**src/rtl/pixel_fetch_ctrl.sv**
```systemverilog
// pixel_fetch_ctrl
//   Upstream fetch stage for the tile/character memory controller. It
//   free-runs the raster timing, works out which maze tile and sprite pixel
//   each screen pixel falls on, and hands these to the memory controller.
//   There are two register stages: S1 holds the map RAM address, and S2
//   captures the tile id that the map RAM returns. Sync and blank go through
//   the same two stages, so they stay aligned with o_mem_select.
//
// Ports
//   i_clk           pixel clock
//   i_rst_n         synchronous reset, active low
//   i_char_x/y      sprite top-left, playfield px (latched at frame start)
//   i_char_id       sprite id (latched at frame start)
//   o_map_addr      map RAM cell index, row*MAP_COLS+col (S1)
//   i_map_tile      map RAM data for o_map_addr, captured into S2
//   o_mem_select    11 = char, 01 = map tile, 00 = outside/blank
//   o_address_map   tile id for current pixel
//   o_address_char  sprite id for current pixel
//   o_tile_offset   {py[2:0],px[2:0]} within tile
//   o_char_offset   {dy[2:0],dx[2:0]} within sprite
//   o_hsync/o_vsync active-low syncs, aligned to o_mem_select
//   o_blank_n       1 = active video, aligned to o_mem_select
//   o_frame_start   1-cycle pulse while the counters sit at h=0, v=V_ACTIVE
//
// The default raster parameters give 640x480@60. They can be overridden to
// get a smaller raster with the same structure.

module pixel_fetch_ctrl #(
  parameter int unsigned ORIGIN_X = 208,
  parameter int unsigned ORIGIN_Y = 116,
  parameter int unsigned MAP_COLS = 28,
  parameter int unsigned MAP_ROWS = 31,
  parameter int unsigned H_ACTIVE = 640,
  parameter int unsigned H_FRONT  = 16,
  parameter int unsigned H_SYNC   = 96,
  parameter int unsigned H_BACK   = 48,
  parameter int unsigned V_ACTIVE = 480,
  parameter int unsigned V_FRONT  = 10,
  parameter int unsigned V_SYNC   = 2,
  parameter int unsigned V_BACK   = 33
) (
  input  logic       i_clk,
  input  logic       i_rst_n,
  input  logic [7:0] i_char_x,
  input  logic [7:0] i_char_y,
  input  logic [7:0] i_char_id,
  output logic [9:0] o_map_addr,
  input  logic [7:0] i_map_tile,
  output logic [1:0] o_mem_select,
  output logic [7:0] o_address_map,
  output logic [7:0] o_address_char,
  output logic [5:0] o_tile_offset,
  output logic [5:0] o_char_offset,
  output logic       o_hsync,
  output logic       o_vsync,
  output logic       o_blank_n,
  output logic       o_frame_start
);

  localparam int unsigned H_TOTAL = H_ACTIVE + H_FRONT + H_SYNC + H_BACK;
  localparam int unsigned V_TOTAL = V_ACTIVE + V_FRONT + V_SYNC + V_BACK;

  localparam logic [9:0] C_H_LAST   = 10'(H_TOTAL - 1);
  localparam logic [9:0] C_V_LAST   = 10'(V_TOTAL - 1);
  localparam logic [9:0] C_H_ACTIVE = 10'(H_ACTIVE);
  localparam logic [9:0] C_V_ACTIVE = 10'(V_ACTIVE);
  localparam logic [9:0] C_HS_FIRST = 10'(H_ACTIVE + H_FRONT);
  localparam logic [9:0] C_HS_LAST  = 10'(H_ACTIVE + H_FRONT + H_SYNC - 1);
  localparam logic [9:0] C_VS_FIRST = 10'(V_ACTIVE + V_FRONT);
  localparam logic [9:0] C_VS_LAST  = 10'(V_ACTIVE + V_FRONT + V_SYNC - 1);
  localparam logic [9:0] C_OX       = 10'(ORIGIN_X);
  localparam logic [9:0] C_OY       = 10'(ORIGIN_Y);
  localparam logic [9:0] C_PF_W     = 10'(MAP_COLS * 8);
  localparam logic [9:0] C_PF_H     = 10'(MAP_ROWS * 8);
  localparam logic [9:0] C_COLS     = 10'(MAP_COLS);

  typedef enum logic [1:0] {
    SEL_NONE = 2'b00,
    SEL_MAP  = 2'b01,
    SEL_CHAR = 2'b11
  } sel_e;

  // S0: raster counters and the latched sprite position
  logic [9:0] r_h_cnt;
  logic [9:0] r_v_cnt;
  logic [7:0] r_cx;
  logic [7:0] r_cy;
  logic [7:0] r_cid;

  logic [9:0] w_h_next;
  logic [9:0] w_v_next;
  logic       w_frame_now;

  always_comb begin
    w_h_next = r_h_cnt + 10'd1;
    w_v_next = r_v_cnt;
    if (r_h_cnt == C_H_LAST) begin
      w_h_next = '0;
      w_v_next = (r_v_cnt == C_V_LAST) ? '0 : r_v_cnt + 10'd1;
    end
  end

  assign w_frame_now = (r_h_cnt == '0) && (r_v_cnt == C_V_ACTIVE);

  // o_frame_start is computed from the next counter value. That way the
  // registered pulse lines up with the cycle in which the counters read
  // (0, V_ACTIVE), which is the same cycle the sprite inputs are sampled.
  always_ff @(posedge i_clk) begin
    if (!i_rst_n) begin
      r_h_cnt       <= '0;
      r_v_cnt       <= '0;
      r_cx          <= '0;
      r_cy          <= '0;
      r_cid         <= '0;
      o_frame_start <= 1'b0;
    end else begin
      r_h_cnt       <= w_h_next;
      r_v_cnt       <= w_v_next;
      o_frame_start <= (w_h_next == '0) && (w_v_next == C_V_ACTIVE);
      if (w_frame_now) begin
        r_cx  <= i_char_x;
        r_cy  <= i_char_y;
        r_cid <= i_char_id;
      end
    end
  end

  // S0 combinational addressing
  logic [9:0] w_px;
  logic [9:0] w_py;
  logic       w_active;
  logic       w_in_pf;
  logic [8:0] w_dx;
  logic [8:0] w_dy;
  logic       w_in_char;
  logic [9:0] w_cell;
  logic       w_hsync_n;
  logic       w_vsync_n;
  sel_e       w_sel;

  assign w_px     = r_h_cnt - C_OX;
  assign w_py     = r_v_cnt - C_OY;
  assign w_active = (r_h_cnt < C_H_ACTIVE) && (r_v_cnt < C_V_ACTIVE);
  assign w_in_pf  = w_active
                 && (r_h_cnt >= C_OX) && (w_px < C_PF_W)
                 && (r_v_cnt >= C_OY) && (w_py < C_PF_H);

  // 9-bit differences: bit 8 set means the pixel is left of/above the
  // sprite. There is no wrap, so a sprite near the right or bottom edge is
  // clipped by the playfield test instead of reappearing on the other side.
  assign w_dx      = {1'b0, w_px[7:0]} - {1'b0, r_cx};
  assign w_dy      = {1'b0, w_py[7:0]} - {1'b0, r_cy};
  assign w_in_char = w_in_pf
                  && !w_dx[8] && (w_dx[7:3] == '0)
                  && !w_dy[8] && (w_dy[7:3] == '0);

  assign w_cell = ({5'd0, w_py[7:3]} * C_COLS) + {5'd0, w_px[7:3]};

  assign w_hsync_n = !((r_h_cnt >= C_HS_FIRST) && (r_h_cnt <= C_HS_LAST));
  assign w_vsync_n = !((r_v_cnt >= C_VS_FIRST) && (r_v_cnt <= C_VS_LAST));

  always_comb begin
    w_sel = SEL_NONE;
    if (w_in_char) begin
      w_sel = SEL_CHAR;
    end else if (w_in_pf) begin
      w_sel = SEL_MAP;
    end
  end

  // S1: map RAM address plus everything that has to wait for the tile id
  sel_e       r1_sel;
  logic [5:0] r1_tile_off;
  logic [5:0] r1_char_off;
  logic [7:0] r1_char_id;
  logic       r1_hsync_n;
  logic       r1_vsync_n;
  logic       r1_blank_n;

  always_ff @(posedge i_clk) begin
    if (!i_rst_n) begin
      r1_sel      <= SEL_NONE;
      o_map_addr  <= '0;
      r1_tile_off <= '0;
      r1_char_off <= '0;
      r1_char_id  <= '0;
      r1_hsync_n  <= 1'b1;
      r1_vsync_n  <= 1'b1;
      r1_blank_n  <= 1'b0;
    end else begin
      r1_sel      <= w_sel;
      o_map_addr  <= w_in_pf ? w_cell : '0;
      r1_tile_off <= w_in_pf ? {w_py[2:0], w_px[2:0]} : '0;
      r1_char_off <= w_in_char ? {w_dy[2:0], w_dx[2:0]} : '0;
      r1_char_id  <= w_in_char ? r_cid : '0;
      r1_hsync_n  <= w_hsync_n;
      r1_vsync_n  <= w_vsync_n;
      r1_blank_n  <= w_active;
    end
  end

  // S2: tile id arrives from map RAM; all outputs registered here
  always_ff @(posedge i_clk) begin
    if (!i_rst_n) begin
      o_mem_select   <= SEL_NONE;
      o_address_map  <= '0;
      o_address_char <= '0;
      o_tile_offset  <= '0;
      o_char_offset  <= '0;
      o_hsync        <= 1'b1;
      o_vsync        <= 1'b1;
      o_blank_n      <= 1'b0;
    end else begin
      o_mem_select   <= r1_sel;
      o_address_map  <= (r1_sel != SEL_NONE) ? i_map_tile : '0;
      o_address_char <= r1_char_id;
      o_tile_offset  <= r1_tile_off;
      o_char_offset  <= r1_char_off;
      o_hsync        <= r1_hsync_n;
      o_vsync        <= r1_vsync_n;
      o_blank_n      <= r1_blank_n;
    end
  end

endmodule
```
**config.mk**
```make
export PLATFORM = sky130hd
export DESIGN_NAME = pixel_fetch_ctrl
export DESIGN_NICKNAME = d
export VERILOG_FILES = /design/src/rtl/pixel_fetch_ctrl.sv
export SDC_FILE = /design/constraint.sdc
export NUM_CORES = 1
export LEC_CHECK = 0
export ABC_AREA = 1
export CAP_MARGIN = 20
export CORE_ASPECT_RATIO = 1.75
export CORE_MARGIN = 5
export CORE_UTILIZATION = 50
export CTS_CLUSTER_DIAMETER = 150
export DETAILED_ROUTE_END_ITERATION = 16
export DONT_BUFFER_PORTS = 1
export PLACE_DENSITY = 0.67
export SLEW_MARGIN = 20
export SYNTH_ARGS = -nofsm -noshare
export SYNTH_HDL_FRONTEND = slang
export SYNTH_SLANG_ARGS = --single-unit
```
**constraint.sdc**
```tcl
create_clock -name i_clk -period 3.3 [get_ports i_clk]
set_input_delay 0.495 -clock i_clk [delete_from_list [all_inputs] [get_ports i_clk]]
set_output_delay 0.495 -clock i_clk [all_outputs]
set_load 0.01 [all_outputs]
```
# After elaboration in Yosys (flattened, before gate mapping)
# Cells that the tools add are included.
# classes
reduce_logical,25
n_mul,1
mux,5
eq_ne,4
order_cmp,10
add_sub_neg,7
# op_table
operator,count
$mux 10,3
$add 10x1->10 const B,2
$eq 10x10->1 const B,2
$eq 10x9->1 const B,2
$logic_not 10->1,2
$lt 10x8->1 const B,2
$sub 8x8->9,2
$logic_and 1x1->1,13
$add 10x5->10,1
$ge 10x10->1 const B,1
$ge 10x7->1 const B,1
$ge 10x8->1 const B,1
$ge 10x9->1 const B,1
$le 10x10->1 const B,1
$le 10x9->1 const B,1
$logic_not 5->1,2
$lt 10x10->1 const B,1
$lt 10x9->1 const B,1
$sub 10x7->10 const B,1
$sub 10x8->10 const B,1
$mul 5x3->8 const B,1
$reduce_and 2->1,3
$logic_not 1->1,4
$mux 2,1
2 further kinds,2
# word_totals
word_cells,74
regBits,113

# Longest topological paths before layout
# Gate-level depths: netlist of the first run.
# depth
word_depth,11
depth_mapped,21
depth_no_buf,21

# Worst setup path after synthesis of the first run
# OpenSTA, ideal clock, no wires.
# synth_path
kind,reg2reg
from,register r_v_cnt[2]
to,register o_map_addr[9]
slack_ns,0.254
arrival_time_ns,2.989
stages_incl_launch_ff,16
path_buffers,0
period_less_slack_ns,3.046
path_cell_list,dfxtp_1 -> inv_2 -> nand2_4 -> nand3_1 -> o21ai_0 -> fa_1 -> inv_1 -> ha_1 -> a21oi_1 -> nand2_1 -> xor2_1 -> inv_1 -> nor2_1 -> nand2_1 -> a21oi_1 -> o21a_1
# synth_via
elab_cells_between_ends,12
# synth_lines
item,line_no,source
"start, declared",85,logic [9:0] r_v_cnt;
"start signal, assigned",118,r_v_cnt <= w_v_next;
$sub 10x7->10,142,assign w_py = r_v_cnt - C_OY;
named net w_py[2],130,logic [9:0] w_py;
$lt 10x8->1,146,&& (r_v_cnt >= C_OY) && (w_py < C_PF_H);
$logic_and 1x1->1,146,
$reduce_and 2->1 (no line),n/a,
"end signal, assigned",192,o_map_addr <= w_in_pf ? w_cell : '0;
"end, declared",47,"output logic [9:0] o_map_addr,"
# The timed path passes the listed nets, and every way through them passes these cells.
# A chain may end at the register's enable or synchronous reset.

# Final worst setup path of the first run
# layout_path
from,register r_v_cnt[2]
to,register o_map_addr[8]
# Same word-level chain as after synthesis.

==> results.py, run 1 <==
metrics = {
    "final_layout": {
        "fill_cells": 1019,
        "syn2layout_area_growth_pct": 14.3,
        "utilization_pct": 58.4,
        "fin_nets": 818,
        "antenna_cells": 0,
        "final_area_um2": 6290,
        "drive_above_1_share_pct": 11.5,
    },
    "global_route": {
        "grt_pass1_vias": 4392,
        "antenna_found_initial": 0,
        "grt_pass1_wl_um": 20500,
        "grt_util_all_layers_pct": 19.8,
        "grt_start_max_net_pins": 54,
        "grt_overflow": 0,
    },
    "clock_network": {
        "clkTransAtPathRegs_ns": 0.06,
        "cts_tree": "done",
        "clockRootBuffer": "clkbuf_16",
        "clk_latency_ns": 0.40,
        "cts_buffer_depth": 2,
        "cts_made_buffers": 17,
        "cts.htree.levels": 4,
        "cts.sinks": 113,
    },
    "floorplan": {
        "initial_utilization_pct": 51.1,
        "core_um2": 10800,
        "pin_count": 78,
        "rows": 50,
        "fp.dieH_um": 149,
        "die_area_um2": 13300,
        "die_x_um": 89.3,
    },
    "synthesis": {
        "yosysSeqAreaShare_pct": 41.1,
        "synth_area_leaders": "dfxtp_1, ha_1, nand2_1, inv_1, nor2_1",
        "avgSynthCellArea_um2": 7.60,
        "ys_types": 41,
        "yosys_warnings": 0,
        "synthCells": 724,
        "netlist_area_um2": 5500,
        "syn-num-nets": 805,
        "synth_top_area_share_pct": 41.1,
        "synth_edf_count": 0,
        "synthArstFlopShare_pct": 0,
        "yosys.area.top_type": "dfxtp_1",
        "synth-main-ff-cell": "dfxtp_1",
        "synth_seq_cells": 113,
    },
    "worst_hold_path": {
        "hold_end": "o_tile_offset[2]$_SDFF_PN0_",
        "min_path_cells": 2,
        "hold_class": "input port to flip-flop",
        "hold_start": "i_rst_n",
    },
    "power": {
        "netSwitchingPower_uw": 693,
        "cellLeakagePower_nw": 2.97,
        "p_comb_share_pct": 1.4,
        "power_mw": 3.20,
        "seqPwrFrac_pct": 43.0,
        "power_frac_clock_pct": 55.7,
        "vdd_drop_max_uv": 550,
        "power.density_nw_per_um2": 509,
        "p_sw_share_pct": 21.6,
        "p_int_mw": 2.51,
    },
    "timing": {
        "finalMaxSlewViolations": 0,
        "fin_crit_sh_pct": 92.5,
        "relSlewSlack_pct": 60.6,
        "finalSetupViolations": 0,
        "clock_skew_ns": 0.0146,
        "worst_slew_pin_slew_ns": 0.588,
        "hold_violations": 0,
        "hold_ws_ns": 0.197,
        "period_needed_ns": 3.05,
        "fmax_mhz": 328,
    },
    "routing": {
        "wire_per_inst_um": 14.3,
        "drt-initial-drc-count": 218,
        "drt_first_pass_iters": 5,
        "viasPerCell": 5.12,
        "drc": 0,
        "ant_nets": 0,
        "routed_wirelength_um": 12600,
        "vias": 4502,
    },
    "worst_setup_path": {
        "reg2reg_from": "r_v_cnt[2]$_SDFF_PN0_",
        "cp.arrival_ns": 3.38,
        "cpMaxStageDelayCell": "fa_1",
        "reg2reg_to": "o_map_addr[8]$_SDFF_PN0_",
        "r2r_slack_ns": 0.25,
        "path_max_fanout": 6,
        "reg2regPathDepth": 15,
        "startpoint_type": "flip-flop",
        "timing.critical_path.mode_cell": "inv_1",
        "cpPeakStageDelay_ns": 0.48,
        "crit_required_ns": 3.63,
        "crit_type": "flip-flop to flip-flop",
        "cp-end-kind": "flip-flop",
        "cp_cell_sequence": "inv_4, ha_2, inv_1, nor2_1, nor2_2, fa_1, ha_1, inv_1, fa_2, inv_1, o21ai_0, nor2_1, nand2_1, or2_2, a21oi_1",
    },
    "run_status": {
        "status": "complete, no violations",
    },
    "place": {
        "gp_congestion": 0.904,
        "port_buffers": 0,
        "place_area_um2": 5660,
        "dp_hpwl_um": 9610,
    },
    "flow_run": {
        "drv_cap": 0,
    },
}
==> worst max-delay path, delay by kind of cell (launching register included) <==
kind	cells	cell delay, ns
simple gates	5	0.75
flops	1	0.36
buf+inv	4	0.30
compound gates	2	0.22
fa+ha+maj	4	1.36
==> registers in the layout, summed over array words and instances (netlist names), 8 cells and up <==
signal / cells
o_map_addr: 10
r_h_cnt: 10
r_v_cnt: 10
o_address_char: 8
o_address_map: 8
r1_char_id: 8
r_cid: 8
r_cx: 8
r_cy: 8
==> power groups by stage <==
stage               sequential [mW]  clock [mW]  combinational (mW)
finish                         1.37        1.78              0.0446
global route                   1.37        1.90              0.0529
CTS                            1.37        1.82              0.0450
detailed placement             1.40           0              0.0444
global placement               1.40           0              0.0437
floorplan                      1.40           0              0.0431
==> cell usage in the layout, fill, tap and decap left out, types with 3 or more instances in the layout <==
cell / synthesis / final
nand2_1: 126 / 126
inv_1: 124 / 124
dfxtp_1: 113 / 112
nor2_1: 80 / 79
a21oi_1: 44 / 44
o21ai_0: 39 / 38
ha_1: 40 / 38
nand3_1: 34 / 34
nand4_1: 19 / 19
clkbuf_16: 0 / 17
nor2_2: 12 / 12
nor3_1: 12 / 12
buf_4: 1 / 10
nand2_2: 7 / 7
xor2_1: 8 / 7
inv_2: 7 / 6
fa_1: 7 / 6
nand3b_1: 5 / 5
clkinv_4: 0 / 5
inv_6: 0 / 4
nand3_2: 3 / 3
o211ai_1: 3 / 3
or2_2: 3 / 3
==> metrics by stage <==
stage	TNS, ns	cells	setup WS [ns]
2_1_floorplan	0	724	0.254
3_3_place_gp	0	847	0.153
3_5_place_dp	0	847	0.0456
4_1_cts	0	879	0.0400
5_1_grt	-0.0326	880	-0.0326
6_report	0	880	0.248
==> layout make-up <==
cell class,count,area [µm²],share of cell area [%]
tap,130,163,2.59
inverter,132,498,7.92
clock buffer,18,429,6.83
sequential,113,2270,36.0
timing repair buffer,10,75.1,1.19
multi-input combinational,463,2700,42.9
clock inverter,14,156,2.49
==> cell usage after synthesis, types with 2 or more instances <==
cell type  number
o211ai_1        3
nand2_2         7
inv_2           7
nor3_1         12
o21ai_0        39
inv_1         124
or2_2           3
nand2_1       126
nand3b_1        5
a21oi_1        44
o31ai_1         2
xor2_1          8
nand3_2         3
fa_1            7
nor3_2          2
clkbuf_1       11
dfxtp_1       113
nor4_1          2
nand3_1        34
nor2_1         80
buf_2           3
xnor2_1         2
ha_1           40
nand4_1        19
nor2_2         12
==> worst max-delay path by stage <==
stage / start / endpoint / slack (ns)
floorplan: r_v_cnt[2]$_SDFF_PN0_ / o_map_addr[9]$_SDFF_PN0_ / 0.25
global placement: r_v_cnt[2]$_SDFF_PN0_ / o_map_addr[8]$_SDFF_PN0_ / 0.15
detailed placement: r_v_cnt[2]$_SDFF_PN0_ / o_map_addr[9]$_SDFF_PN0_ / 0.05
CTS: r_v_cnt[2]$_SDFF_PN0_ / o_map_addr[9]$_SDFF_PN0_ / 0.04
global route: r_v_cnt[2]$_SDFF_PN0_ / o_map_addr[9]$_SDFF_PN0_ / -0.03
finish: r_v_cnt[2]$_SDFF_PN0_ / o_map_addr[8]$_SDFF_PN0_ / 0.25
==> timing repair <==
| item | in CTS | in global routing |
|---|---|---|
| hold buffers | 0 | 0 |
| hold endpoints to repair | 0 | 0 |
| setup endpoints to repair | 0 | 3 |
| buffers inserted | 0 | 1 |
| resized for setup | 0 | 11 |
==> cells by family after synthesis <==
group | synth area share (%)
adder cells (fa/ha/maj) | 11.6
buffers and inverters | 10.4
AND/OR/NAND/NOR | 26.1
AO/OA/AOI/OAI | 9.21
flip-flops | 41.1
XOR/XNOR | 1.59
==> routing by layer <==
metal / global-route usage, % / share of wire [%] / vias up / wire, µm
li1: - / - / 2313 / -
met1: 21.5 / 39 / 2029 / 4870
met2: 34.9 / 53 / 125 / 6700
met5: 0 / 0 / - / 0
met3: 5.25 / 5.0 / 35 / 625
met4: 9.09 / 3.4 / 0 / 431
Power figures use the tool's default switching activity.
==> inputs of run 2 (changes only) <==
Settings changed: TNS_END_PERCENT set to 5.
==> results of run 2 <==
No change in the layout: final DEF, timing and power equal those of run 1.
==> inputs of run 3 (changes only) <==
Settings changed: CORE_MARGIN 5 to not set, REMOVE_ABC_BUFFERS set to 1.
==> run 3 against run 2 <==
  * First-iteration DRC count is 16% lower
  * Register-to-register slack worse by 0.03 ns
  * Non-clock buffer count is 1 lower
  * Clock skew is 0.0058 ns lower
  * Critical endpoint unchanged
  * Maximum frequency is 0.89% lower
  * Clock-buffer cell count is 4 higher
==> results.py, run 3 (same netlist as run 1, synthesis figures left out) <==
metrics = {
    "timing": {
        "clock_skew_ns": 0.00885,
        "fmax_mhz": 325,
        "rsz0062_at_grt": "false",
        "period_needed_ns": 3.08,
        "finalMaxSlewViolations": 0,
        "finalSetupViolations": 0,
        "hold_ws_ns": 0.191,
        "fin_crit_sh_pct": 93.3,
        "worst_slew_pin_slew_ns": 0.516,
        "relSlewSlack_pct": 65.4,
        "timing.setup.tns_ns": 0,
        "hold_violations": 0,
    },
    "place": {
        "port_buffers": 0,
        "dp.cells": 846,
        "gp_congestion": 0.965,
        "dp_hpwl_um": 9870,
    },
    "final_layout": {
        "drive_above_1_share_pct": 11.5,
        "fin_nets": 817,
        "antenna_cells": 0,
        "syn2layout_area_growth_pct": 14.6,
        "top_regs": "o_map_addr (10), r_h_cnt (10), r_v_cnt (10)",
        "final_cells": 878,
        "layout_common_cells": "nand2_1, inv_1, dfxtp_1",
        "fill_cells": 959,
        "layout_commonest_cell": "nand2_1",
    },
    "routing": {
        "vias": 4576,
        "wire_per_inst_um": 15.0,
        "drt_first_pass_iters": 4,
        "ant_nets": 0,
        "drc": 0,
        "drt-initial-drc-count": 183,
        "viasPerCell": 5.21,
        "routed_wirelength_um": 13200,
    },
    "clock_network": {
        "clockRootBuffer": "clkbuf_16",
        "cts_tree": "done",
        "clk_latency_ns": 0.40,
        "cts.sinks": 113,
        "clkTransAtPathRegs_ns": 0.05,
        "cts_made_buffers": 17,
        "cts.htree.levels": 4,
        "cts_hold_buf": 0,
        "cts_buffer_depth": 2,
    },
    "global_route": {
        "grt_pass1_wl_um": 21200,
        "grt_pass1_vias": 4581,
        "grt_overflow": 0,
        "grt_util_all_layers_pct": 24.6,
        "grt_start_max_net_pins": 54,
        "antenna_found_initial": 0,
    },
    "worst_setup_path": {
        "path_buf_inv": 4,
        "cp-startpoint": "r_v_cnt[3]$_SDFF_PN0_",
        "timing.critical_path.mode_cell": "inv_1",
        "path_delay_family": "adder cells",
        "reg2reg_from": "r_v_cnt[3]$_SDFF_PN0_",
        "cp.arrival_ns": 3.41,
        "cp-end-kind": "flip-flop",
        "path_max_fanout": 5,
        "cpPeakStageDelay_ns": 0.50,
        "cpMaxStageDelayCell": "fa_1",
        "startpoint_type": "flip-flop",
        "crit_type": "flip-flop to flip-flop",
        "crit_required_ns": 3.63,
        "cp_cell_sequence": "inv_2, ha_2, inv_1, nor2_2, nor2_2, fa_1, ha_1, inv_1, fa_2, inv_1, o21ai_0, nor2_1, nand2_1, or2_2, a21oi_1",
    },
    "floorplan": {
        "die_x_um": 81.3,
        "initial_utilization_pct": 51.4,
        "core_um2": 10700,
        "rows": 50,
        "pin_count": 78,
        "die_area_um2": 11400,
        "fp.dieH_um": 141,
    },
    "power": {
        "vdd_drop_max_uv": 565,
        "cellLeakagePower_nw": 2.97,
        "power.density_nw_per_um2": 522,
    },
    "run_status": {
        "status": "complete, no violations",
    },
    "worst_hold_path": {
        "hold_class": "input port to flip-flop",
        "hold_start": "i_rst_n",
    },
    "flow_run": {
        "drv_cap": 0,
    },
}
==> run 3: layout make-up <==
| type | instances | area (µm²) | share of cell area [%] |
|---|---|---|---|
| flip-flops and latches | 113 | 2260 | 35.9 |
| clock inverters | 9 | 131 | 2.08 |
| clock buffers | 22 | 474 | 7.52 |
| inverters | 132 | 498 | 7.90 |
| multi-input cells | 463 | 2700 | 42.9 |
| repair buffers | 9 | 67.6 | 1.07 |
| well taps | 130 | 163 | 2.58 |
==> run 3: power breakdown <==
| group | switching [mW] | total [mW] | internal, mW |
|---|---|---|---|
| combinational | 0.0296 | 0.0457 | 0.0160 |
| clock | 0.626 | 1.87 | 1.24 |
| sequential | 0.00581 | 1.38 | 1.37 |
==> run 3: stage by stage <==
step	setup slack, ns	util (%)	power, mW	instance area [µm²]
detailed placement	0.0676	52.8	1.45	5650
finish	0.221	58.9	3.29	6300
CTS	0.0369	58.5	3.31	6250
floorplan	0.248	-	1.44	5430
global route	0.00201	58.9	3.38	6300
global placement	0.195	52.8	1.45	5650
==> run 3: timing repair <==
item	in CTS	in global routing
resized for setup	0	13
setup endpoints to repair	0	2
setup buffers	0	1
hold endpoints to repair	0	0
==> run 3: path summary, 6_finish.rpt <==
kind	slack [ns]	depth (start not counted)	endpoint
max	0.22	15	o_map_addr[8]$_SDFF_PN0_
min	0.19	2	o_tile_offset[0]$_SDFF_PN0_
max reg2reg	0.22	15	o_map_addr[8]$_SDFF_PN0_
min reg2reg	0.41	2	o_tile_offset[4]$_SDFF_PN0_
==> run 3: metal layers <==
layer	vias to the layer above	GRT usage [%]	part of all wire [%]
met4	0	14.2	4.8
met5	-	0	0
met1	2103	24.8	37
li1	2312	-	-
met3	38	5.31	3.5
met2	123	44.7	55
